## config.mk

```make
export PLATFORM = sky130hd
export DESIGN_NAME = hour_entry_12to24
export DESIGN_NICKNAME = d
export VERILOG_FILES = /design/src/rtl/clock_pkg.sv /design/src/rtl/bcd_hour_12to24.sv /design/src/rtl/hour_entry_12to24.sv
export SDC_FILE = /design/constraint.sdc
export NUM_CORES = 1
export LEC_CHECK = 0
export BUFFER_PORTS_ARGS = -buffer_cell sky130_fd_sc_hd__buf_2
export CAP_MARGIN = 10
export CORE_MARGIN = 3
export CORE_UTILIZATION = 40
export DETAILED_ROUTE_END_ITERATION = 16
export PLACE_DENSITY = 0.76
export SYNTH_ARGS = -nofsm -noshare
export SYNTH_HDL_FRONTEND = slang
export SYNTH_SLANG_ARGS = --single-unit
```

## constraint.sdc

```tcl
create_clock -name clk -period 1.45 [get_ports clk]
set_input_delay 0.0725 -clock clk [delete_from_list [all_inputs] [get_ports clk]]
set_output_delay 0.0725 -clock clk [all_outputs]
set_load 0.02 [all_outputs]
```

## src/rtl/clock_pkg.sv

```systemverilog
// ----------------------------------------------------------------------------
// clock_pkg
// Definitions shared by the digital-clock blocks:
//   - state_t      : state encoding for the keypad hour-entry FSM
//   - HOUR_MAX_24  : highest legal 24h hour (packed BCD)
//   - HOUR_MAX_12  : highest legal 12h hour (packed BCD)
//   - NIBBLE_BLANK : echo nibble for a digit that has not been typed yet
//   - is_bcd()     : true when a nibble holds a decimal digit 0..9
// ----------------------------------------------------------------------------
package clock_pkg;

    typedef enum logic [2:0] {
        ST_IDLE = 3'd0,
        ST_TENS = 3'd1,
        ST_ONES = 3'd2,
        ST_APM  = 3'd3,
        ST_DONE = 3'd4
    } state_t;

    localparam logic [7:0] HOUR_MAX_24  = 8'h23;
    localparam logic [7:0] HOUR_MAX_12  = 8'h12;
    localparam logic [3:0] NIBBLE_BLANK = 4'hF;
    localparam logic [7:0] ECHO_BLANK   = {NIBBLE_BLANK, NIBBLE_BLANK};

    function automatic logic is_bcd(input logic [3:0] nib);
        return nib <= 4'd9;
    endfunction

endpackage

```

## src/rtl/bcd_hour_12to24.sv

```systemverilog
// ----------------------------------------------------------------------------
// bcd_hour_12to24
// Pure combinational validation and conversion of a two-digit BCD hour into a
// packed-BCD 24h hour. Reusable by any block that takes an hour from a keypad
// (hour entry, alarm set).
//
// Ports:
//   tens   in  4  tens digit (BCD, may be out of range)
//   ones   in  4  ones digit (BCD, may be out of range)
//   pm     in  1  1 = PM, 0 = AM (only meaningful when mode = 0)
//   mode   in  1  0 = 12h value, 1 = 24h value
//   hour24 out 8  converted hour 8'h00..8'h23 (don't-care when valid = 0)
//   valid  out 1  digits are BCD and the hour is legal for the mode
// ----------------------------------------------------------------------------
module bcd_hour_12to24
    import clock_pkg::*;
(
    input  logic [3:0] tens,
    input  logic [3:0] ones,
    input  logic       pm,
    input  logic       mode,
    output logic [7:0] hour24,
    output logic       valid
);

    logic [7:0] raw;
    assign raw = {tens, ones};

    // With both nibbles known to be 0..9, packed BCD orders exactly like the
    // decimal value, so range checks compare packed values directly.
    always_comb begin
        // NOTE: every output gets a default first so no path leaves it
        // unassigned; otherwise synthesis would infer a latch.
        hour24 = 8'h00;
        valid  = 1'b0;
        if (is_bcd(tens) && is_bcd(ones)) begin
            if (mode) begin
                valid  = (raw <= HOUR_MAX_24);
                hour24 = raw;
            end else begin
                valid = (raw != 8'h00) && (raw <= HOUR_MAX_12);
                if (raw == HOUR_MAX_12) begin
                    // 12 AM is midnight, 12 PM is noon.
                    hour24 = pm ? HOUR_MAX_12 : 8'h00;
                end else if (!pm) begin
                    hour24 = raw;
                end else if (tens == 4'd0 && ones <= 4'd7) begin
                    // 01..07 PM -> 13..19: ones + 2 stays a single digit.
                    hour24 = {4'd1, ones + 4'd2};
                end else if (tens == 4'd0) begin
                    // 08, 09 PM -> 20, 21: ones + 12 carries into the tens.
                    hour24 = {4'd2, ones - 4'd8};
                end else begin
                    // 10, 11 PM -> 22, 23.
                    hour24 = {4'd2, ones + 4'd2};
                end
            end
        end
    end

endmodule

```

## src/rtl/hour_entry_12to24.sv

```systemverilog
// ----------------------------------------------------------------------------
// hour_entry_12to24
// Keypad-side hour entry for the digital clock. Collects two BCD digits (and
// an AM/PM key in 12h mode), validates them and loads a packed-BCD 24h hour
// into the hour counter with a one-cycle Load pulse.
//
// Ports:
//   clk        in  1  system clock
//   rst_n      in  1  synchronous reset, active-low
//   Mode       in  1  0 = 12h entry, 1 = 24h entry; sampled at Start
//   Start      in  1  pulse; begin an entry
//   Cancel     in  1  pulse; abort entry
//   DigitValid in  1  pulse; Digit is valid this cycle
//   Digit      in  4  BCD digit from keypad
//   ApmValid   in  1  pulse; AM/PM key pressed
//   ApmPm      in  1  1 = PM, 0 = AM; qualified by ApmValid
//   HourOut    out 8  packed-BCD 24h hour; holds last committed value
//   Load       out 1  one-cycle pulse; HourOut is newly valid
//   Error      out 1  one-cycle pulse; entry rejected
//   Busy       out 1  high in any state except IDLE
//   EchoHour   out 8  digits typed so far; untyped nibble reads 4'hF
//   EchoPm     out 1  PM indicator during entry
//
// Optional build macro HOUR_ENTRY_TIMEOUT_EN: abort an entry with an Error
// pulse after TIMEOUT_CYCLES cycles without an accepted input. Without the
// macro no counter exists and an entry waits indefinitely.
// ----------------------------------------------------------------------------
module hour_entry_12to24
    import clock_pkg::*;
#(
    parameter logic [31:0] TIMEOUT_CYCLES = 32'd500_000_000
) (
    input  logic       clk,
    input  logic       rst_n,
    input  logic       Mode,
    input  logic       Start,
    input  logic       Cancel,
    input  logic       DigitValid,
    input  logic [3:0] Digit,
    input  logic       ApmValid,
    input  logic       ApmPm,
    output logic [7:0] HourOut,
    output logic       Load,
    output logic       Error,
    output logic       Busy,
    output logic [7:0] EchoHour,
    output logic       EchoPm
);

    state_t     state;
    logic       mode_q;     // 1 = 24h, latched at Start
    logic [3:0] tens_q;
    logic [3:0] ones_q;

    logic [7:0] conv_hour;
    logic       conv_valid;

    bcd_hour_12to24 u_conv (
        .tens   (tens_q),
        .ones   (ones_q),
        .pm     (EchoPm),
        .mode   (mode_q),
        .hour24 (conv_hour),
        .valid  (conv_valid)
    );

    assign Busy = (state != ST_IDLE);

`ifdef HOUR_ENTRY_TIMEOUT_EN
    logic [31:0] idle_cnt;
    logic        in_entry;
    logic        accepted;
    logic        timed_out;

    assign in_entry  = (state == ST_TENS) || (state == ST_ONES) || (state == ST_APM);
    assign accepted  = (((state == ST_TENS) || (state == ST_ONES)) && DigitValid)
                     || ((state == ST_APM) && ApmValid);
    assign timed_out = in_entry && !accepted && (idle_cnt == TIMEOUT_CYCLES - 32'd1);

    // Counts consecutive entry-state cycles with no accepted key.
    always_ff @(posedge clk) begin
        if (!rst_n) begin
            idle_cnt <= 32'd0;
        end else if (!in_entry || accepted) begin
            idle_cnt <= 32'd0;
        end else begin
            idle_cnt <= idle_cnt + 32'd1;
        end
    end
`else
    logic unused_timeout;
    assign unused_timeout = |TIMEOUT_CYCLES;
`endif

    always_ff @(posedge clk) begin
        if (!rst_n) begin
            state    <= ST_IDLE;
            mode_q   <= 1'b1;
            tens_q   <= 4'd0;
            ones_q   <= 4'd0;
            HourOut  <= 8'h00;
            Load     <= 1'b0;
            Error    <= 1'b0;
            EchoHour <= ECHO_BLANK;
            EchoPm   <= 1'b0;
        end else begin
            // NOTE: sequential state uses non-blocking assignments so every
            // register samples pre-edge values; defaults below make Load and
            // Error single-cycle pulses.
            Load  <= 1'b0;
            Error <= 1'b0;
            if (state != ST_IDLE && Cancel) begin
                state    <= ST_IDLE;
                EchoHour <= ECHO_BLANK;
`ifdef HOUR_ENTRY_TIMEOUT_EN
            end else if (timed_out) begin
                state    <= ST_IDLE;
                Error    <= 1'b1;
                EchoHour <= ECHO_BLANK;
`endif
            end else begin
                case (state)
                    ST_IDLE: begin
                        if (Start) begin
                            state    <= ST_TENS;
                            mode_q   <= Mode;
                            EchoHour <= ECHO_BLANK;
                            EchoPm   <= 1'b0;
                        end
                    end
                    ST_TENS: begin
                        if (DigitValid) begin
                            tens_q        <= Digit;
                            EchoHour[7:4] <= Digit;
                            state         <= ST_ONES;
                        end
                    end
                    ST_ONES: begin
                        if (DigitValid) begin
                            ones_q        <= Digit;
                            EchoHour[3:0] <= Digit;
                            state         <= mode_q ? ST_DONE : ST_APM;
                        end
                    end
                    ST_APM: begin
                        // A digit key here is ignored, even alongside AM/PM.
                        if (ApmValid) begin
                            EchoPm <= ApmPm;
                            state  <= ST_DONE;
                        end
                    end
                    ST_DONE: begin
                        if (conv_valid) begin
                            HourOut <= conv_hour;
                            Load    <= 1'b1;
                        end else begin
                            Error   <= 1'b1;
                        end
                        state <= ST_IDLE;
                    end
                    default: state <= ST_IDLE;
                endcase
            end
        end
    end

endmodule

```

== Word level (Yosys, flattened, before mapping) ==
Cells that the tools add are included.
Cells by class
  $lt $le $gt $ge: 5
  mux-type cells: 24
  divide/modulo/power cells: 0
  shifts and indexed selects: 0
  reduce and logical (&&, ||, !) cells: 21
  bitwise operators: 3
  $add $sub $neg: 2
  equal/unequal tests: 9
  $mul: 0
Operators with widths (number)
  8-bit 2-to-1 mux: 6
  3-bit AND reduction: 6
  4-bit one-hot mux with 2 select lines: 2
  3-bit 2-to-1 mux: 5
  3-bit one-hot mux with 4 select lines: 1
  8-bit by 5-bit == test with 1-bit output, second input constant: 1
  4-bit <= comparator, second input constant: 2
  8-bit by 5-bit <= comparator with 1-bit output, second input constant: 1
  8-bit by 6-bit <= comparator with 1-bit output, second input constant: 1
  4-bit 2-to-1 mux: 2
  2-bit inequality test, second input constant: 4
  4-bit AND reduction: 2
  8-bit nonzero test: 1
  3-bit by 2-bit == test with 1-bit output, second input constant: 2
  1-bit 2-to-1 mux: 6
  2-bit nonzero test: 3
  5-bit 2-to-1 mux: 1
  4-bit by 2-bit adder with 4-bit output, second input constant: 1
  4-bit by 3-bit <= comparator with 1-bit output, second input constant: 1
  1-bit logical AND: 4
  4-bit zero test: 1
  4-bit subtractor, second input constant: 1
  3-bit by 1-bit == test with 1-bit output, second input constant: 1
  3-bit == test, second input constant: 1
  6 further kinds: 8
Storage, ports and cells
  memory bits (read-only): 0
  bits in registers: 31
  latch bits: 0
  input bits: 12
  output and inout port bits: 20
  memories kept: 0
  RAM bits: 0

== Logic depth before layout (Yosys ltp) ==
Gate-level depths: netlist (run 1).
  word-level depth: 7
  mapped depth: 7

== Modules after synthesis ==
A second synthesis (run 1) with hierarchy kept.
Unflattened totals
  cell total of the unflattened synthesis: 215
  area total of the unflattened synthesis: 1828.0 sq um
Modules (own cells, without submodules)
  hour_entry_12to24: cells each 162, times used 1, area an instance 1490.2 sq um, sequential area each 620.6 sq um
  bcd_hour_12to24: cells each 53, times used 1, area an instance 337.8 sq um, sequential area each 0.0 sq um

== Least setup slack after synthesis (run 1) ==
Ideal clock, no wire load.
  path type: reg2reg
  start point: register state[1]
  end point: register tens_q[0]
  data required time: 1.322 ns
  period minus slack after synthesis: 1.599 ns
  arrival: 1.472 ns
  setup slack: -0.149 ns
  cell stages (with the launch flop): 7
  path through: dfxtp_1 > buf_2 > or3_1 > nand2_1 > nand3_1 > mux2i_1 > nor2_1
Between the ends
  longest elaborated chain between the ends: 4
RTL lines
  start, declared: line hour_entry_12to24.sv:50  | state_t state;
  start signal, assigned: line hour_entry_12to24.sv:142  | state <= mode_q ? ST_DONE : ST_APM;
  3-bit nonzero test
  via Busy: line hour_entry_12to24.sv:45  | output logic Busy,
  1-bit logical AND: line hour_entry_12to24.sv:112  | if (state != ST_IDLE && Cancel) begin
  1-bit inverter (no line)
  3-bit AND reduction (no line)
  end signal, assigned: line hour_entry_12to24.sv:133  | tens_q <= Digit;
  end, declared: line hour_entry_12to24.sv:52  | logic [3:0] tens_q;
The timed path passes the listed nets, and every way through them passes these cells.
A chain may end at the register's enable or synchronous reset.

== Final worst setup path (run 1) ==
  start point: register tens_q[2]
  end point: register HourOut[0]
Between the ends
  longest elaborated chain between the ends: 7
RTL lines
  branches (longest 7 deep; another with 8-bit by 5-bit <= comparator with 1-bit output)
  end signal, assigned: line hour_entry_12to24.sv:154  | HourOut <= conv_hour;
  end, declared: line hour_entry_12to24.sv:42  | output logic [7:0] HourOut,
Several ways; the timed one is not identified.

==> results.json, run 1 <==
{
  "grt_remaining_overflow": 0,
  "drt_drc_violations_left": 0,
  "number_of_nets_produced_by_synthesis": 194,
  "main_combinational_cell_family_by_area_after_synthesis": "simple AND/OR/NAND/NOR gates",
  "synth-simple-area-share_pct": 28.3,
  "critPathMaxFanout": 6,
  "criticalPathCategory": "reg2reg",
  "totalPowerFinal_mw": 1.96,
  "yosys_warnings": 0,
  "slew_violations": 0,
  "hp-class": "in2reg",
  "ys_ff_latch": 31,
  "synthDistinctLibCells": 40,
  "starting_utilization_of_the_core_area_pct": 42.1,
  "share_of_post_route_cells_with_drive_strength_above_1_pct": 43.4,
  "firstDrtPassIters": 4,
  "hpwl_um": 3080,
  "max_slew.worst_pin.slew_ps": 358,
  "synth_largest_type_area_fraction_pct": 40.0,
  "number_of_maximum_capacitance_constraint_violations": 0,
  "grt_pass1_vias": 1592,
  "areaGrowthSynthToFinish_pct": 42.3,
  "grt_start_max_net_pins": 14,
  "clock_root_cell": "sky130_fd_sc_hd__clkbuf_8",
  "first_pass_grt_wire_length_um": 7320,
  "die_area_um2": 4660,
  "coreArea_um2": 3690,
  "num_antenna_cells": 0,
  "seq_area_frac_synth_pct": 40.0,
  "syn-mean-instance-area_um2": 8.57,
  "via_count": 1627,
  "synth_compound_area_share_pct": 16.4,
  "cts_buffers": 5,
  "number_of_antenna_violations_at_the_first_check_in_global_routing": 0,
  "max_slew_headroom_pct": 75.9,
  "drtIter0Drc": 91,
  "viasPerCell": 5.48,
  "final_hold_viol_count": 0,
  "post_synth_xor_area_fraction_pct": 0,
  "ant_nets": 0,
  "period_share_pct": 108,
  "worst-endpoint-required_ps": 1640,
  "fmaxAchievable_mhz": 637,
  "setup.worst_path.start_class": "flop",
  "muxShareOfSynthArea_pct": 9.11,
  "yosysMostFrequentCell": "sky130_fd_sc_hd__dfxtp_1",
  "chipHeight_um": 68.3,
  "internal_power_mw": 1.39,
  "layout.nets": 261,
  "final-setup-viol-count": 9,
  "power_per_standard_cell_area_nw_per_um2": 887,
  "area_share_of_fa_ha_maj_cells_after_synthesis_pct": 0.806,
  "synth-main-ff-cell": "sky130_fd_sc_hd__dfxtp_1",
  "layout.filler_cells": 333,
  "dpl_worst_slack_ps": -181,
  "switching_share_pct": 29.2,
  "pwr-share-seq_pct": 45.6,
  "cts.htree.levels": 2,
  "post_synth_instance_area_um2": 1550,
  "power_frac_comb_pct": 19.4,
  "p_leak_nw": 1.01,
  "synthArstFlopShare_pct": 0,
  "timing.clock.skew_ps": 4.59,
  "floorplan.rows": 22,
  "wl_per_cell_um": 15.1,
  "power.share.clock_pct": 35.0,
  "period_minus_slack_ps": 1570,
  "seq_area_um2": 628,
  "routed_wirelength_um": 4500,
  "worst_r2r_path_cells": 5,
  "worstSetupEndpointType": "flop",
  "failing_checks": "negative setup slack",
  "cts_tree": "built",
  "finalWorstSetupSlack_ps": -119,
  "worst_hold_path.num_cells": 2,
  "cts_max_path_buffers": 2,
  "run_status": "finished with violations",
  "cts_num_sinks": 31,
  "die_width_um": 68.3,
  "power_dissipated_by_switching_net_loads_uw": 572,
  "post_synth_main_area_contributors": "sky130_fd_sc_hd__dfxtp_1 (40%), sky130_fd_sc_hd__mux2i_1 (8.4%), sky130_fd_sc_hd__nor2_1 (4.6%), sky130_fd_sc_hd__nand4b_1 (4.0%), sky130_fd_sc_hd__nor3_1 (3.5%)",
  "yosys-top-cells-count": "sky130_fd_sc_hd__dfxtp_1 (31), sky130_fd_sc_hd__nor2_1 (19), sky130_fd_sc_hd__nand2_1 (14)",
  "grt_setup_unrepaired": "true",
  "multi_input_area_um2": 951,
  "postSynthCellCount": 181,
  "gp_routability_congestion": 0.882,
  "max-vdd-ir-drop_v": 0.000503,
  "floorplan.io_pins": 32,
  "grt_usage_pct": 21.2,
  "synth_edf_count": 0,
  "worst_ep_arrival_time_ps": 1760,
  "portBuffers": 31,
  "worst_skew_pair.late_latency_ps": 290,
  "synthDominantAreaCellType": "sky130_fd_sc_hd__dfxtp_1",
  "cts.clk_slew.worst_paths_ps": 70,
  "accumulated_negative_setup_slack_ps": -780
}
==> stage by stage <==
stage	area, um^2	hold WS [ps]	util [%]	cells
after floorplan	1570	198	-	181
after global placement	2000	291	54.1	285
after detailed placement	2000	292	54.1	285
after CTS	2150	36.8	58.4	296
after global routing	2210	46.0	59.9	297
final	2210	41.2	59.9	297
==> state kept, by name, indices dropped and copies added (netlist names) <==
register / count
EchoHour: 8
EchoPm: 1
Error: 1
HourOut: 8
Load: 1
mode_q: 1
ones_q: 4
state: 3
tens_q: 4
==> worst paths after layout <==
kind / startpoint / slack (ps) / end
worst max-delay path: tens_q[2]$_SDFFE_PN0P_ / -120 / HourOut[0]$_SDFFE_PN0P_
worst max register to register: tens_q[2]$_SDFFE_PN0P_ / -120 / HourOut[0]$_SDFFE_PN0P_
worst min register to register: HourOut[2]$_SDFFE_PN0P_ / 450 / HourOut[2]$_SDFFE_PN0P_
worst min-delay path: rst_n / 40 / mode_q$_SDFFE_PN1P_
==> kinds of logic (layout without fill, tap and decap cells) <==
| kind of cell | Yosys count | after routing |
|---|---|---|
| mux | 14 | 14 |
| fa+ha+maj | 1 | 1 |
| buf+inv | 17 | 84 |
| compound gates | 40 | 41 |
| simple gates | 78 | 78 |
| flops | 31 | 31 |
==> power by group through the flow <==
stage / Sequential, mW / Combinational (mW) / Clock [mW]
finish: 0.892 / 0.380 / 0.686
global route: 0.893 / 0.408 / 0.726
CTS: 0.889 / 0.353 / 0.697
detailed placement: 0.907 / 0.326 / 0
global placement: 0.905 / 0.320 / 0
floorplan: 0.907 / 0.185 / 0
==> critical path, cell delays in order, from the launching register on <==
cell	delay, ps
sky130_fd_sc_hd__dfxtp_2	360
sky130_fd_sc_hd__or3_4	400
sky130_fd_sc_hd__a221oi_4	270
sky130_fd_sc_hd__o21a_4	210
sky130_fd_sc_hd__mux2i_1	180
sky130_fd_sc_hd__nor2_1	50
==> cell type report <==
cell class	count	share of cell area (%)
clock buffers	5	3.12
repair buffers	71	20.9
multi-input cells	134	43.1
inverters	5	0.850
flip-flops and latches	31	28.4
well taps	48	2.72
clock inverters	3	0.907
==> what timing repair did <==
action,4_1_cts,5_1_grt
setup buffers,1,1
endpoints found under the hold margin,1,0
hold buffers,1,0
gates resized for setup,8,15
cloned,1,0
pin swaps,5,4
endpoints found under the setup margin,11,27
==> layer usage <==
metal / wire length (um) / global-route usage, % / up-vias / share of wire, %
met5: 0 / 0 / - / 0
met4: 106 / 8.93 / 0 / 2.4
met3: 252 / 5.91 / 13 / 5.6
met2: 2130 / 36.0 / 55 / 47
met1: 2010 / 24.8 / 772 / 45
li1: - / - / 787 / -
==> cells in the final DEF, fill, tap and decap left out, drive strengths merged <==
cell type,instances
a221oi,1
and3,5
o21a,3
o21ai,15
nor2,19
o2111a,1
mux2i,13
a21oi,11
o31a,1
clkbuf,5
a211o,2
or3,2
o211ai,2
nand3,1
ha,1
nand2,14
nor4,2
a31oi,3
clkinvlp,2
nor4b,3
nand4b,7
nand4,2
buf,70
and2,1
nand2b,4
mux2,1
nor3b,1
nand3b,1
clkinv,1
o2111ai,2
nor3,11
dlygate4sd3,1
or4,1
inv,5
dfxtp,31
nor2b,4
Note: power is estimated with default switching activity, not from simulation.
==> run 2: changes to the inputs <==
--- a/config.mk
+++ b/config.mk
@@ -5,12 +5,13 @@
 export SDC_FILE = /design/constraint.sdc
 export NUM_CORES = 1
 export LEC_CHECK = 0
+export ABC_AREA = 1
 export BUFFER_PORTS_ARGS = -buffer_cell sky130_fd_sc_hd__buf_2
 export CAP_MARGIN = 10
 export CORE_MARGIN = 3
 export CORE_UTILIZATION = 40
 export DETAILED_ROUTE_END_ITERATION = 16
-export PLACE_DENSITY = 0.76
+export PLACE_DENSITY = 0.75
 export SYNTH_ARGS = -nofsm -noshare
 export SYNTH_HDL_FRONTEND = slang
 export SYNTH_SLANG_ARGS = --single-unit
==> run 2 against run 1 <==
The run now ends clean. Cell area decreased by 5.6%. Wire length decreased by 15%. Cell count increased by 12%. Sequential share of layout area rose by 2.0 points. Synthesized area increased by 3.5%. Total power up 80%. Clock power barely moved. Clock-buffer cell count increased by 1. Highest routed layer unchanged. Largest cell class unchanged. Fmax grew 9.1%. Worst hold slack lost 29 ps.
==> results.json, run 2 <==
{
  "run_status": "finished clean",
  "syn-mean-instance-area_um2": 6.83,
  "floorplan.rows": 22,
  "cts.htree.levels": 2,
  "number_of_antenna_violations_at_the_first_check_in_global_routing": 0,
  "die_area_um2": 4810,
  "dpl_worst_slack_ps": 30.5,
  "fmaxAchievable_mhz": 695,
  "min_hold_slack_ps": 12.1,
  "portBuffers": 31,
  "criticalPathCategory": "reg2reg",
  "final-setup-viol-count": 0,
  "finalWorstSetupSlack_ps": 12.0,
  "routed_wirelength_um": 3830,
  "critical_path.cell_chain": "inv_4 -> nand2_4 -> nor2_4 -> nand2_1 -> inv_1 -> nand2_1 -> nand2_4 -> nand3_4 -> buf_4 -> nand2_1 -> nor2_1",
  "hp-class": "in2reg",
  "period_share_pct": 99.2,
  "grt_pass1_vias": 1532,
  "grt_usage_pct": 16.6,
  "synthDominantAreaCellType": "sky130_fd_sc_hd__dfxtp_1",
  "worst_skew_pair.late_latency_ps": 290,
  "max-vdd-ir-drop_v": 0.00105,
  "drtIter0Drc": 113,
  "grt_setup_unrepaired": "true",
  "first_pass_grt_wire_length_um": 6490,
  "cts_buffers": 5,
  "max_slew.worst_pin.slew_ps": 294,
  "clock_root_cell": "sky130_fd_sc_hd__clkbuf_8",
  "final_hold_viol_count": 0,
  "worst_ep_arrival_time_ps": 1610,
  "share_of_post_route_cells_with_drive_strength_above_1_pct": 33.5,
  "post_synth_main_area_contributors": "sky130_fd_sc_hd__dfxtp_1 (39%), sky130_fd_sc_hd__nand2_1 (10%), sky130_fd_sc_hd__inv_1 (8.4%), sky130_fd_sc_hd__o21ai_0 (7.2%), sky130_fd_sc_hd__nand3_1 (6.5%)",
  "layout.nets": 297,
  "setup.worst_path.start_class": "flop",
  "max_slew_headroom_pct": 80.4,
  "synth_largest_type_area_fraction_pct": 38.7,
  "kind_of_cell_adding_the_most_delay_to_the_critical_path": "simple AND/OR/NAND/NOR gates",
  "period_minus_slack_ps": 1440,
  "synthDistinctLibCells": 27,
  "timing.clock.skew_ps": 3.14,
  "grt_start_max_net_pins": 16,
  "ant_nets": 0,
  "areaGrowthSynthToFinish_pct": 29.9,
  "power_per_standard_cell_area_nw_per_um2": 1690,
  "slew_violations": 0,
  "totalPowerFinal_mw": 3.53,
  "yosys-top-cells-count": "sky130_fd_sc_hd__nand2_1 (43), sky130_fd_sc_hd__inv_1 (36), sky130_fd_sc_hd__dfxtp_1 (31)",
  "chipHeight_um": 69.4,
  "cts_num_sinks": 31,
  "postSynthCellCount": 235,
  "cts_max_path_buffers": 2,
  "coreArea_um2": 3770,
  "grt_remaining_overflow": 0,
  "critical-path-max-stage-delay_ps": 360,
  "synth_edf_count": 0,
  "number_of_nets_produced_by_synthesis": 248,
  "ys_ff_latch": 31,
  "dpl.cell_count": 319,
  "worstPathBufferInverterCount": 3,
  "viasPerCell": 4.89,
  "ctsHoldBuffers": 0,
  "largest_registers": "EchoHour (8), HourOut (8)",
  "synthArstFlopShare_pct": 0,
  "yosysMostFrequentCell": "sky130_fd_sc_hd__nand2_1",
  "gp_routability_congestion": 0.926,
  "crit_top_cell": "sky130_fd_sc_hd__nand2_1",
  "via_count": 1623,
  "num_antenna_cells": 0,
  "cts.clk_slew.worst_paths_ps": 60,
  "critPathMaxFanout": 7,
  "drt_drc_violations_left": 0,
  "wl_per_cell_um": 11.5,
  "slowest_stage": "sky130_fd_sc_hd__dfxtp_4",
  "synth-main-ff-cell": "sky130_fd_sc_hd__dfxtp_1",
  "post_synth_instance_area_um2": 1610,
  "worstSetupEndpointType": "flop",
  "finalNonFillerCells": 332,
  "cts_tree": "built",
  "seq_area_frac_synth_pct": 38.7,
  "firstDrtPassIters": 4,
  "p_leak_nw": 0.992,
  "die_width_um": 69.4,
  "starting_utilization_of_the_core_area_pct": 42.6,
  "layout_common_cells": "sky130_fd_sc_hd__nand2_1 (40), sky130_fd_sc_hd__inv_1 (35), sky130_fd_sc_hd__buf_2 (31)",
  "yosys_warnings": 0,
  "layout_commonest_cell": "sky130_fd_sc_hd__nand2_1",
  "number_of_maximum_capacitance_constraint_violations": 0,
  "floorplan.io_pins": 32,
  "final_util_pct": 55.3,
  "worst-endpoint-required_ps": 1630,
  "hpwl_um": 2850
}
run 2: path summary, 6_finish.rpt:
kind                            cells after the start               startpoint                      end  slack (ps)
worst max-delay path                               11   tens_q[2]$_SDFFE_PN0P_  HourOut[6]$_SDFFE_PN0P_          10
worst min-delay path                                3                     Mode      mode_q$_SDFFE_PN1P_          10
worst max register to register                     11   tens_q[2]$_SDFFE_PN0P_  HourOut[6]$_SDFFE_PN0P_          10
worst min register to register                      2  HourOut[6]$_SDFFE_PN0P_  HourOut[6]$_SDFFE_PN0P_         430
run 2: metal layers:
layer	vias up	part of all wire (%)	global-route usage, %
met2	37	48	27.3
met5	-	0	0
met4	0	1.7	7.81
met1	723	44	19.4
li1	856	-	-
met3	7	5.9	5.22
run 2: cell families after synthesis:
| family | after synthesis | synth area share (%) |
|---|---|---|
| compound gates | 48 | 16.6 |
| fa+ha+maj | 1 | 0.779 |
| simple gates | 112 | 33.0 |
| flops | 31 | 38.7 |
| buf+inv | 43 | 11.0 |
run 2: worst register-to-register path, stage by stage, from the launching register on:
cell                      delay (ps)
sky130_fd_sc_hd__dfxtp_4         360
sky130_fd_sc_hd__inv_4            60
sky130_fd_sc_hd__nand2_4          50
sky130_fd_sc_hd__nor2_4          160
sky130_fd_sc_hd__nand2_1          80
sky130_fd_sc_hd__inv_1            50
sky130_fd_sc_hd__nand2_1          80
sky130_fd_sc_hd__nand2_4         110
sky130_fd_sc_hd__nand3_4         120
sky130_fd_sc_hd__buf_4           170
sky130_fd_sc_hd__nand2_1          50
sky130_fd_sc_hd__nor2_1           30
run 2: power by group:
group	total (mW)	internal, mW	switching [mW]
logic	1.66	0.601	1.06
registers	1.18	1.03	0.147
clock network	0.685	0.371	0.313
run 2: stage by stage:
step	area (um^2)	TNS, ps
4_1_cts	1940	0
6_report	2090	0
3_5_place_dp	1850	0
2_1_floorplan	1610	0
3_3_place_gp	1850	0
5_1_grt	2090	-147
run 2: final cells by class:
cell class | instances | area (um^2)
Tap cell | 48 | 60.1
Timing Repair Buffer | 44 | 253
Sequential cell | 31 | 634
Clock buffer | 6 | 82.6
Fill cell | 346 | 1690
Inverter | 40 | 155
Clock inverter | 1 | 5.00
Multi-Input combinational cell | 162 | 896
run 2: timing repair:
action	in CTS	in global routing
buffers inserted	0	5
gates resized for setup	0	38
setup endpoints to repair	0	27
==> run 3: changes to the inputs <==
--- a/config.mk
+++ b/config.mk
@@ -12,6 +12,7 @@
 export CORE_UTILIZATION = 40
 export DETAILED_ROUTE_END_ITERATION = 16
 export PLACE_DENSITY = 0.75
+export SETUP_SLACK_MARGIN = 0.2
 export SYNTH_ARGS = -nofsm -noshare
 export SYNTH_HDL_FRONTEND = slang
 export SYNTH_SLANG_ARGS = --single-unit
==> run 3 against run 2 <==
Wire length is 16% higher. Highest routed layer unchanged. First-iteration DRC count up 5.3%. Total power grew 14%. Critical endpoint is now HourOut[1]$_SDFFE_PN0P_.
==> results.json, run 3 (synthesis results as in run 2) <==
{
  "first_pass_grt_wire_length_um": 6620,
  "layout.nets": 300,
  "power_per_standard_cell_area_nw_per_um2": 1790,
  "period_minus_slack_ps": 1360,
  "die_area_um2": 4810,
  "min_hold_slack_ps": 53.7,
  "drtIter0Drc": 119,
  "setup.worst_path.start_class": "flop",
  "grt_usage_pct": 16.7,
  "drt_drc_violations_left": 0,
  "max_slew.worst_pin.slew_ps": 278,
  "worst_skew_pair.late_latency_ps": 290,
  "crit-reg2reg-capture": "HourOut[1]$_SDFFE_PN0P_",
  "share_of_post_route_cells_with_drive_strength_above_1_pct": 43.8,
  "worst_ep_arrival_time_ps": 1580,
  "cts.clk_slew.worst_paths_ps": 60,
  "num_antenna_cells": 0,
  "die_width_um": 69.4,
  "final_hold_viol_count": 0,
  "fmaxAchievable_mhz": 737,
  "worstHoldStart": "Mode",
  "ctsHoldBuffers": 0,
  "dpl_worst_slack_ps": 67.3,
  "routed_wirelength_um": 4470,
  "max-vdd-ir-drop_v": 0.00104,
  "detailed_place.area_um2": 1870,
  "clock_root_cell": "sky130_fd_sc_hd__clkbuf_8",
  "areaGrowthSynthToFinish_pct": 40.8,
  "cts_tree": "built",
  "number_of_maximum_capacitance_constraint_violations": 0,
  "run_status": "finished clean",
  "starting_utilization_of_the_core_area_pct": 42.6,
  "period_share_pct": 93.6,
  "via_count": 1762,
  "slew_violations": 0,
  "cts_num_sinks": 31,
  "worstSetupEndpointType": "flop",
  "cts_max_path_buffers": 2,
  "worst_r2r_path_cells": 7,
  "ant_nets": 0,
  "layout.filler_cells": 289,
  "final-setup-viol-count": 0,
  "grt_pass1_vias": 1477,
  "p_leak_nw": 1.04,
  "r2r_slack_ps": 90,
  "largest_registers": "EchoHour (8), HourOut (8)",
  "finish.instance_area_um2": 2260,
  "hpwl_um": 2810,
  "worst_hold_path.num_cells": 3,
  "layout_commonest_cell": "sky130_fd_sc_hd__nand2_1",
  "cts_buffers": 5,
  "floorplan.rows": 22,
  "criticalPathCategory": "reg2reg",
  "timing.clock.skew_ps": 1.96,
  "viasPerCell": 5.24,
  "cts.htree.levels": 2,
  "hp-class": "in2reg",
  "worstReg2RegStart": "ones_q[2]$_SDFFE_PN0P_",
  "layout_common_cells": "sky130_fd_sc_hd__nand2_1 (37), sky130_fd_sc_hd__buf_2 (31), sky130_fd_sc_hd__inv_1 (24)",
  "number_of_antenna_violations_at_the_first_check_in_global_routing": 0,
  "portBuffers": 31,
  "finalWorstSetupSlack_ps": 92.7,
  "wl_per_cell_um": 13.3,
  "floorplan.io_pins": 32,
  "gp_routability_congestion": 0.915,
  "final_util_pct": 59.9,
  "worst-endpoint-required_ps": 1680,
  "grt_start_max_net_pins": 16,
  "chipHeight_um": 69.4,
  "coreArea_um2": 3770,
  "max_slew_headroom_pct": 81.4,
  "critPathMaxFanout": 7,
  "firstDrtPassIters": 4,
  "grt_setup_unrepaired": "true",
  "hold-path-endpoint": "mode_q$_SDFFE_PN1P_",
  "grt_remaining_overflow": 0
}
-- run 3: changes by cell type in the layout (fill, tap and decap cells not counted), sizes merged --
cell / before / now
clkbuf: 6 / 8
buf: 44 / 47
clkinv: 1 / 0
-- run 3: worst max path at each step --
stage                                      start                        to  slack, ps  depth (start not counted)
final                     ones_q[2]$_SDFFE_PN0P_   HourOut[1]$_SDFFE_PN0P_         90                          7
after CTS                 tens_q[3]$_SDFFE_PN0P_   HourOut[2]$_SDFFE_PN0P_        110                          8
after detailed placement  ones_q[2]$_SDFFE_PN0P_   HourOut[1]$_SDFFE_PN0P_         70                          6
after global routing      ones_q[2]$_SDFFE_PN0P_   HourOut[1]$_SDFFE_PN0P_        -30                          9
after global placement     state[0]$_SDFFE_PP0P_  EchoHour[0]$_SDFFE_PP1P_         80                          7
after floorplan           tens_q[3]$_SDFFE_PN0P_   HourOut[2]$_SDFFE_PN0P_        180                          9
-- run 3: final cells by class --
type                    count  area, um^2  share of cell area [%]
multi-input cells         162        1000                    44.4
flip-flops and latches     31         643                    28.5
repair buffers             47         290                    12.8
inverters                  40         163                    7.20
clock buffers               8         100                    4.43
well taps                  48        60.1                    2.66
-- run 3: worst max-delay path: stages, from the launching register on --
cell                      delay [ps]
sky130_fd_sc_hd__dfxtp_4         370
sky130_fd_sc_hd__nor2_4          130
sky130_fd_sc_hd__nand3_2         120
sky130_fd_sc_hd__a21oi_4         270
sky130_fd_sc_hd__nand3_4         160
sky130_fd_sc_hd__nand2_1         100
sky130_fd_sc_hd__nand2_1          50
sky130_fd_sc_hd__nor2_1          100
-- run 3: through the flow --
stage / total power [mW] / instances / TNS, ps
final: 4.04 / 336 / 0
after floorplan: 2.24 / 235 / 0
after global placement: 2.69 / 321 / 0
after CTS: 3.59 / 332 / 0
after global routing: 4.31 / 336 / -28.3
after detailed placement: 2.69 / 321 / 0
-- run 3: where the power goes --
part           total, mW  switching, mW  internal, mW
clock network      0.751          0.319         0.433
logic               2.07           1.29         0.773
registers           1.22          0.170          1.05
-- run 3: layer usage --
metal | track usage, % | vias to the layer above | part of all wire, %
li1 | - | 867 | -
met1 | 19.3 | 823 | 40
met2 | 28.7 | 65 | 52
met3 | 5.07 | 7 | 6.6
met4 | 6.07 | 0 | 1.4
met5 | 0 | - | 0
-- run 3: timing repair --
| item | 4_1_cts | 5_1_grt |
|---|---|---|
| gates cloned | 1 | 0 |
| buffers inserted | 2 | 4 |
| resized for setup | 27 | 64 |
| pin swaps | 12 | 16 |
| setup endpoints to repair | 29 | 30 |
